==> src/rtl/serial_debug_master_pkg.sv <==
// Shared command codes and FSM state encoding for the serial debug initiator.
package serial_debug_master_pkg;

    localparam logic [7:0] CMD_INC   = 8'h00;
    localparam logic [7:0] CMD_LEDS  = 8'h01;
    localparam logic [7:0] CMD_COUNT = 8'h02;

    typedef enum logic [1:0] {
        ST_IDLE = 2'd0,
        ST_SEND = 2'd1,
        ST_WAIT = 2'd2
    } state_e;

endpackage

==> src/rtl/serial_debug_master_dbg_timeout_timer.sv <==
// Reply-deadline counter: cleared on the transmit strobe, counts while enabled and
// parks at TIMEOUT-1 so expiry stays asserted until the next clear.
module dbg_timeout_timer #(
    parameter int TIMEOUT = 4200,
    parameter int TW      = 16
) (
    input  logic clk,
    input  logic rstn,
    input  logic clr,
    input  logic en,
    output logic expired
);

    localparam logic [TW-1:0] LIMIT = TW'(TIMEOUT - 1);

    logic [TW-1:0] count_q, count_d;

    always_comb begin
        count_d = count_q;
        if (clr) begin
            count_d = '0;
        end else if (en && (count_q != LIMIT)) begin
            count_d = count_q + TW'(1);
        end
    end

    always_ff @(posedge clk or negedge rstn) begin
        if (!rstn) begin
            count_q <= '0;
        end else begin
            count_q <= count_d;
        end
    end

    assign expired = (count_q == LIMIT);

endmodule

==> src/rtl/serial_debug_master.sv <==
// Initiator for the single-byte debug protocol: sends one command byte, then returns
// the first byte received afterwards or a timeout if the deadline passes.
module serial_debug_master
    import serial_debug_master_pkg::*;
#(
    parameter int TIMEOUT = 4200,
    parameter int TW      = 16
) (
    input  logic       clk,
    input  logic       rstn,
    input  logic       req_valid,
    input  logic [7:0] req_cmd,
    output logic       req_ready,
    output logic       rsp_valid,
    output logic [7:0] rsp_data,
    output logic       rsp_timeout,
    output logic       busy,
    output logic [7:0] err_count,
    output logic       tx_start,
    output logic [7:0] tx_data,
    input  logic       tx_ready,
    input  logic       rx_rcv,
    input  logic [7:0] rx_data,
    output logic [1:0] dbg_state
);

    // Handshake: a request is taken on any cycle where req_valid && req_ready; req_ready
    // is high exactly while the FSM sits in IDLE, so a request raised while busy simply
    // waits. rsp_valid is a single-cycle pulse; rsp_data/rsp_timeout hold until the next.

    state_e     state_q, state_d;
    logic       req_ready_q, busy_q;
    logic       rsp_valid_q, rsp_valid_d;
    logic [7:0] rsp_data_q, rsp_data_d;
    logic       rsp_timeout_q, rsp_timeout_d;
    logic [7:0] err_count_q, err_count_d;
    logic       tx_start_q, tx_start_d;
    logic [7:0] tx_data_q, tx_data_d;
    logic       timer_clr, timer_en, timer_expired;
    logic       accept;

    assign accept = req_valid && req_ready_q;

    dbg_timeout_timer #(
        .TIMEOUT (TIMEOUT),
        .TW      (TW)
    ) u_timer (
        .clk     (clk),
        .rstn    (rstn),
        .clr     (timer_clr),
        .en      (timer_en),
        .expired (timer_expired)
    );

    always_ff @(posedge clk or negedge rstn) begin
        if (!rstn) begin
            state_q <= ST_IDLE;
        end else begin
            state_q <= state_d;
        end
    end

    always_comb begin
        state_d = state_q;
        case (state_q)
            ST_IDLE: if (accept)                    state_d = ST_SEND;
            ST_SEND: if (tx_ready)                  state_d = ST_WAIT;
            ST_WAIT: if (rx_rcv || timer_expired)   state_d = ST_IDLE;
            default:                                state_d = ST_IDLE;
        endcase
    end

    always_comb begin
        rsp_valid_d   = 1'b0;
        rsp_data_d    = rsp_data_q;
        rsp_timeout_d = rsp_timeout_q;
        err_count_d   = err_count_q;
        tx_start_d    = 1'b0;
        tx_data_d     = tx_data_q;
        timer_clr     = 1'b0;
        timer_en      = 1'b0;
        case (state_q)
            ST_IDLE: begin
                if (accept) tx_data_d = req_cmd;
            end
            ST_SEND: begin
                if (tx_ready) begin
                    tx_start_d = 1'b1;
                    timer_clr  = 1'b1;
                end
            end
            ST_WAIT: begin
                timer_en = 1'b1;
                // A reply landing on the expiry cycle still counts as a reply.
                if (rx_rcv) begin
                    rsp_valid_d   = 1'b1;
                    rsp_data_d    = rx_data;
                    rsp_timeout_d = 1'b0;
                end else if (timer_expired) begin
                    rsp_valid_d   = 1'b1;
                    rsp_data_d    = 8'h00;
                    rsp_timeout_d = 1'b1;
                    if (err_count_q != 8'hFF) err_count_d = err_count_q + 8'd1;
                end
            end
            default: ;
        endcase
    end

    always_ff @(posedge clk or negedge rstn) begin
        if (!rstn) begin
            req_ready_q   <= 1'b1;
            busy_q        <= 1'b0;
            rsp_valid_q   <= 1'b0;
            rsp_data_q    <= 8'h00;
            rsp_timeout_q <= 1'b0;
            err_count_q   <= 8'h00;
            tx_start_q    <= 1'b0;
            tx_data_q     <= 8'h00;
        end else begin
            req_ready_q   <= (state_d == ST_IDLE);
            busy_q        <= (state_d != ST_IDLE);
            rsp_valid_q   <= rsp_valid_d;
            rsp_data_q    <= rsp_data_d;
            rsp_timeout_q <= rsp_timeout_d;
            err_count_q   <= err_count_d;
            tx_start_q    <= tx_start_d;
            tx_data_q     <= tx_data_d;
        end
    end

    assign req_ready   = req_ready_q;
    assign busy        = busy_q;
    assign rsp_valid   = rsp_valid_q;
    assign rsp_data    = rsp_data_q;
    assign rsp_timeout = rsp_timeout_q;
    assign err_count   = err_count_q;
    assign tx_start    = tx_start_q;
    assign tx_data     = tx_data_q;
    assign dbg_state   = state_q;

endmodule

==> config.mk <==
export PLATFORM = sky130hd
export DESIGN_NAME = serial_debug_master
export DESIGN_NICKNAME = d
export VERILOG_FILES = /design/src/rtl/serial_debug_master_pkg.sv /design/src/rtl/serial_debug_master_dbg_timeout_timer.sv /design/src/rtl/serial_debug_master.sv
export SDC_FILE = /design/constraint.sdc
export NUM_CORES = 1
export LEC_CHECK = 0
export BUFFER_PORTS_ARGS = -buffer_cell sky130_fd_sc_hd__buf_2
export CORE_MARGIN = 3
export CORE_UTILIZATION = 50
export CTS_BUF_LIST = sky130_fd_sc_hd__clkbuf_16
export CTS_CLUSTER_DIAMETER = 150
export DETAILED_ROUTE_END_ITERATION = 16
export GPL_TIMING_DRIVEN = 0
export PLACE_DENSITY = 0.86
export SYNTH_ARGS = -nofsm -noshare
export SYNTH_HDL_FRONTEND = slang
export SYNTH_SLANG_ARGS = --single-unit
==> constraint.sdc <==
create_clock -name clk -period 2.9 [get_ports clk]
set_input_delay 0.29 -clock clk [delete_from_list [all_inputs] [get_ports clk]]
set_output_delay 0.29 -clock clk [all_outputs]
set_load 0.02 [all_outputs]
==> results of run 1 <==
## worst max-delay path, cell delays in order (launching register included)
cell and delay (ps):
dfrtp_1 390, ha_1 230, and4_1 280, nand4_4 180, a2111oi_4 450, mux2_4 340
## logic make-up (layout without fill, tap and decap cells)
| logic type | Yosys count | in the layout |
|---|---|---|
| simple gates | 69 | 69 |
| flops | 47 | 47 |
| compound gates | 20 | 20 |
| xor+xnor | 16 | 16 |
| mux | 14 | 14 |
| buf+inv | 12 | 71 |
| fa+ha+maj | 2 | 2 |
## cell usage after synthesis, drive strengths merged (4+ instances only)
cell   instances  area [sq um]
mux2          10           116
nor2          19          71.3
a22o           8          70.1
dfrtp         46          1150
nand2         12          45.0
xor2           7          61.3
nand3          6          30.0
nand4          4          40.0
nor3           8          45.0
xnor2          9          78.8
nor4           8          80.1
inv            9          33.8
mux2i          4          40.0
## layout make-up
cell class | count | area [sq um]
Inverter | 9 | 33.8
Multi-Input combinational cell | 121 | 911
Timing Repair Buffer | 51 | 255
Clock buffer | 5 | 125
Sequential cell | 47 | 1180
Fill cell | 309 | 1440
Tap cell | 50 | 62.6
Buffer | 3 | 12.5
Clock inverter | 3 | 38.8
## power groups by stage
stage | Sequential [mW] | Combinational, mW | Clock [mW]
floorplan | 1.13 | 0.305 | 0
global placement | 0.944 | 0.717 | 0
detailed placement | 0.956 | 0.736 | 0
CTS | 0.951 | 0.745 | 0.640
global route | 0.972 | 0.792 | 0.664
finish | 0.951 | 0.736 | 0.631
## state kept, by name (all words and copies together), names as in the netlist
register         cells
err_count            8
tx_start             1
u_timer.count_q     16
rsp_valid            1
rsp_data             8
busy                 1
rsp_timeout          1
req_ready            1
dbg_state            2
tx_data              8
## metrics by stage
stage                     cells   util  setup WS, ps  hold WS [ps]
after floorplan             180      -          1090         -5.59
after global placement      281  0.604           988           477
after detailed placement    281  0.604           931           487
after CTS                   289  0.645           912           212
after global routing        289  0.645           803           223
final                       289  0.645           911           181
## worst paths after layout
kind                                                startpoint                  endpoint  slack [ps]
worst max-delay path            u_timer.count_q[0]$_DFFE_PN0P_  err_count[1]$_DFFE_PN0P_         910
worst min-delay path                                      rstn  err_count[6]$_DFFE_PN0P_         180
worst max register to register  u_timer.count_q[0]$_DFFE_PN0P_  err_count[1]$_DFFE_PN0P_         910
worst min register to register        err_count[5]$_DFFE_PN0P_  err_count[5]$_DFFE_PN0P_         490
max in group asynchronous                                 rstn    tx_data[6]$_DFFE_PN0P_        2100
min in group clk                                    rx_data[2]   rsp_data[2]$_DFFE_PN0P_         220
## layer usage
layer	wire length (um)	up-vias	global-route usage
li1	-	763	-
met1	1940	780	0.235
met2	2220	28	0.288
met3	134	6	0.0379
met4	61	0	0.0668
met5	0	-	0
==> impl_results.md, run 1 <==
* ANT cells at 0
* Final Hold Viols at 0
* Antenna-violating nets left at 0
* Placed Area at 2450 sq um
* Adder-Cell Fraction of Synth Area at 0.0117
* Overall Global Routing Usage at 0.178
* CTS Buf Count at 5
* Switch share at 0.341
* Least-Margin Pin Slew at approximately 1000 ps
* Area growth, synth to finish at 22.6%
* Most frequent cells in the layout: 52 x buf_2, 46 x dfrtp_1, 19 x nor2_1
* Critical path arrival at approximately 2200 ps
* Startpoint types: register
* Post-CTS Setup Bufs at 0
* Vias in the first global route at approximately 1500
* Number of synthesized flops with an enable pin at 0
* Post-CTS sizing at 0
* Largest net degree at the start of global routing at 48
* Syn nets at 203
* Syn Area/Cell at between 10 and 15 sq um
* Distinct cells, synth at 44
* Die W at approximately 70 um
* DP HPWL at ~3100 um
* Post-route setup TNS at 0 ps
* Compound-Gate Fraction of Synth Area at 0.0832
* Die Footprint at approximately 5100 sq um
* HP Class: input pin to async pin
* Leak at between 1 and 1.5 nW
* # clock sinks at 47
* Initial antenna violation count at 0
* Post-route clock period utilization at 0.686
* Clock power share at 0.272
* First-pass GRT wire length at a little over 7000 um
* Total Power at around 2.3 mW
* Fmax at slightly above 0.5 GHz
* Worst-path clk slew at roughly 60 ps
* Synth Instances at 180
* Tmin final at approximately 2000 ps
* Seq/Total Area, Yosys at 0.552
* Synth Cell Area at between 2000 and 2500 sq um
* DR iter-0 viols at 70
* CTS tree: built
* Slew Limit Fails at 0
* Max cap viols at 0
* Psw at approximately 0.8 mW
* Post-Synth XOR/XNOR Area at 0.0657
* Final setup vio count at 0
* Port bufs at a little over 50
* Layout cells sized above 1 at 0.331
* Worst setup path class: register to register
* Warnings from Yosys at 0
* P_int at between 1.5 and 2 mW
* IO Count at 52
* CORE AREA at about 4100 sq um
* Commonest non-fill, non-tap cell in the layout: buf_2
* Largest family of logic cells by synthesized area: simple AND/OR/NAND/NOR gates
* Row count at 23
* Slew margin rel. at 0.324
* R2R depth at 5
* DRC violations left at 0
* Post-detailed-route wirelength per cell at approximately 15 um
* Nets at roughly 260
* Max VDD drop at 0.000687 V
* Post-synthesis mux area share at 0.0733
* Drt first pass iters at 4
* CP Capture Type: register
* Simple-Gate Fraction of Synth Area at 0.193
* Top_reg_cell synth: dfrtp_1
* CTS max path bufs at 2
* Final instance area at about 2600 sq um
* Total grt overflow at 0
* Power share of the combinational group at 0.318
* Worst Path Required at between 3000 and 4000 ps
* Gp weighted congestion at 0.792
* Status: finished clean
* DIE HEIGHT at around 71 um
* CTS H-tree depth at 2
* Reg power frac at 0.410
* Final WL at ~4400 um
* Worst-path fanout max at 8
* Clock latency on the worst-skew pair at about 280 ps
* DR vias/cell at approximately 5.5
* Power Density at approximately 900 nW/um^2
* Routed via count at about 1600
* Hold-fix buffer count after cts at 0
* Root cell of the clock tree: clkbuf_16
* FFs w/ async S/R, synth at 1.00
* Synthesized flop and latch total at 47
* Initial Utilization at 0.526
* RSZ-0062 raised after global routing: no
* Clk_skew at 2.72 ps
Note: power is estimated with default switching activity, not from simulation.
==> inputs of run 2 (changes only) <==
==> constraint.sdc (replaced) <==
create_clock -name clk -period 2 [get_ports clk]
set_input_delay 0.2 -clock clk [delete_from_list [all_inputs] [get_ports clk]]
set_output_delay 0.2 -clock clk [all_outputs]
set_load 0.02 [all_outputs]
==> run 2 against run 1 <==
Against the previous run: clock skew is 0.54 ps lower; worst setup slack worse by 770 ps; routed wire length is 0.90% higher; largest power group unchanged.
==> impl_results.md, run 2 (same netlist as run 1, synthesis figures left out) <==
* Status: finished clean
* Final WS setup at 146 ps (-765 ps)
* Row count at 23 (unchanged)
* Commonest non-fill, non-tap cell in the layout: buf_2
* DR iter-0 viols at 101 (+44%)
* Worst Path Required at 2170 ps (-900 ps)
* Total grt overflow at 0 (unchanged)
* ANT cells at 0 (unchanged)
* Hold-fix buffer count after cts at 0 (unchanged)
* Post-route clock period utilization at 0.927 (+0.241)
* Final Hold Viols at 0 (unchanged)
* Power share of the combinational group at 0.319 (about the same)
* CTS max path bufs at 2 (unchanged)
* Non-filler instance count after layout at 289 (unchanged)
* Area growth, synth to finish at 23.0%
* Die W at 71.3 um (unchanged)
* Slowest CP cell: dfrtp_1
* Die Footprint at 5090 sq um (unchanged)
* CTS Buf Count at 5 (unchanged)
* CTS H-tree depth at 2 (unchanged)
* Final instance area at 2630 sq um (+0.33%)
* CORE AREA at 4060 sq um (unchanged)
* Post-detailed-route wirelength per cell at 15.2 um (+0.90%)
* Area occupied by multi-input gates at 920 sq um (+0.96%)
* Total Power at 3.37 mW (+45%)
* Tmin final at 1850 ps (-135 ps)
* Post-CTS sizing at 0 (unchanged)
* Final WL at 4400 um (+0.90%)
* Max VDD drop at 0.000995 V (+45%)
* Switch share at 0.341 (about the same)
* Vias in the first global route at 1504 (unchanged)
* Worst-path cell chain: ha_1, and4_1, nand4_4, a2111oi_4, mux2_4
* Antenna-violating nets left at 0 (unchanged)
* Fmax at 0.539 GHz (+7.3%)
* Psw at 1.15 mW (+45%)
* Worst-path clk slew at 60 ps (about the same)
* Routed via count at 1587 (+0.63%)
* CTS tree: built
* Critical path arrival at 2020 ps (-140 ps)
* Startpoint types: register
* RSZ-0062 raised after global routing: no
* Least-Margin Pin Slew at 1020 ps (+5.92 ps)
* Post-CTS Setup Bufs at 0 (unchanged)
* DRC violations left at 0 (unchanged)
* Reg power frac at 0.410 (about the same)
* DP HPWL at 3060 um (unchanged)
* Leak at 1.28 nW (+0.19%)
* Slew Limit Fails at 0 (unchanged)
* Max cap viols at 0 (unchanged)
* IO Count at 52 (unchanged)
* Gp weighted congestion at 0.792 (unchanged)
* Fillers at 307 (-0.65%)
* Nets at 261 (unchanged)
* Worst setup path class: register to register
* Max FFs per register at 16 (unchanged)
* Post-route setup TNS at 0 ps (unchanged)
* DIE HEIGHT at 71.3 um (unchanged)
* Root cell of the clock tree: clkbuf_16
* First-pass GRT wire length at 7070 um (unchanged)
* Crit-path max cell delay at 390 ps (-60 ps)
* Largest net degree at the start of global routing at 48 (unchanged)
* Layout cells sized above 1 at 0.339 (+0.00837)
* Register area at 1180 sq um (unchanged)
* DR vias/cell at 5.49 (+0.63%)
* Initial antenna violation count at 0 (unchanged)
* Reg with most FFs: u_timer.count_q
* CP Capture Type: register
* Clk_skew at 2.19 ps (-0.535 ps)
* Final setup vio count at 0 (unchanged)
* Placed Cells at 281 (unchanged)
* Port bufs at 51 (unchanged)
* Worst-path fanout max at 8 (unchanged)
* Power Density at 1280 nW/um^2 (+45%)
* Slew margin rel. at 0.320 (-0.00395)
* Overall Global Routing Usage at 0.178 (unchanged)
* Placed Area at 2450 sq um (unchanged)
* # clock sinks at 47 (unchanged)
* Drt first pass iters at 7 (+3)
* Placement Setup Slack at 30.5 ps (-900 ps)
* Initial Utilization at 0.526 (unchanged)
* Clock power share at 0.271 (about the same)
* Clock latency on the worst-skew pair at 280 ps (about the same)
* HP Class: input pin to async pin
* Most frequent cells in the layout: 52 x buf_2, 46 x dfrtp_1, 19 x nor2_1
* P_int at 2.22 mW (+45%)
==> run 2: per-stage QoR <==
step / hold slack (ps) / util
after detailed placement: 420 / 0.604
after CTS: 122 / 0.645
final: 93.9 / 0.647
after global routing: 133 / 0.647
after global placement: 419 / 0.604
after floorplan: -95.6 / -
==> run 2: layout make-up <==
cell class	instances	area share
Inverter	9	0.0129
Clock inverter	3	0.0148
Buffer	3	0.00477
Sequential cell	47	0.449
Tap cell	50	0.0238
Timing Repair Buffer	51	0.0972
Multi-Input combinational cell	121	0.350
Clock buffer	5	0.0477
==> run 2: power by group through the flow <==
stage,Clock (mW),Sequential (mW),Combinational (mW)
after floorplan,0,1.63,0.442
after global placement,0,1.37,1.04
after detailed placement,0,1.39,1.07
after CTS,0.928,1.38,1.08
after global routing,0.963,1.41,1.16
final,0.911,1.38,1.08
==> run 2: layer usage <==
| metal | wire (um) | share of wire | global-route usage |
|---|---|---|---|
| met5 | 0 | 0 | 0 |
| met4 | 65 | 0.015 | 0.0668 |
| met3 | 145 | 0.033 | 0.0379 |
| met2 | 2250 | 0.51 | 0.288 |
| met1 | 1930 | 0.44 | 0.235 |
==> run 2: final timing paths <==
check	startpoint	to	slack [ps]	depth (start not counted)
max	u_timer.count_q[0]$_DFFE_PN0P_	err_count[1]$_DFFE_PN0P_	150	5
min	rstn	rsp_data[2]$_DFFE_PN0P_	90	1
max reg2reg	u_timer.count_q[0]$_DFFE_PN0P_	err_count[1]$_DFFE_PN0P_	150	5
min reg2reg	err_count[5]$_DFFE_PN0P_	err_count[5]$_DFFE_PN0P_	490	1
max in group asynchronous	rstn	tx_data[2]$_DFFE_PN0P_	1280	1
min in group clk	rx_data[2]	rsp_data[2]$_DFFE_PN0P_	130	2
==> run 2: critical path, delay by kind of cell (launching register included) <==
family	cells	cell delay (ps)
adders and majority gates	1	230
AOI/OAI and AO/OA	1	320
DFF	1	390
and+or+nand+nor	2	460
muxes	1	340
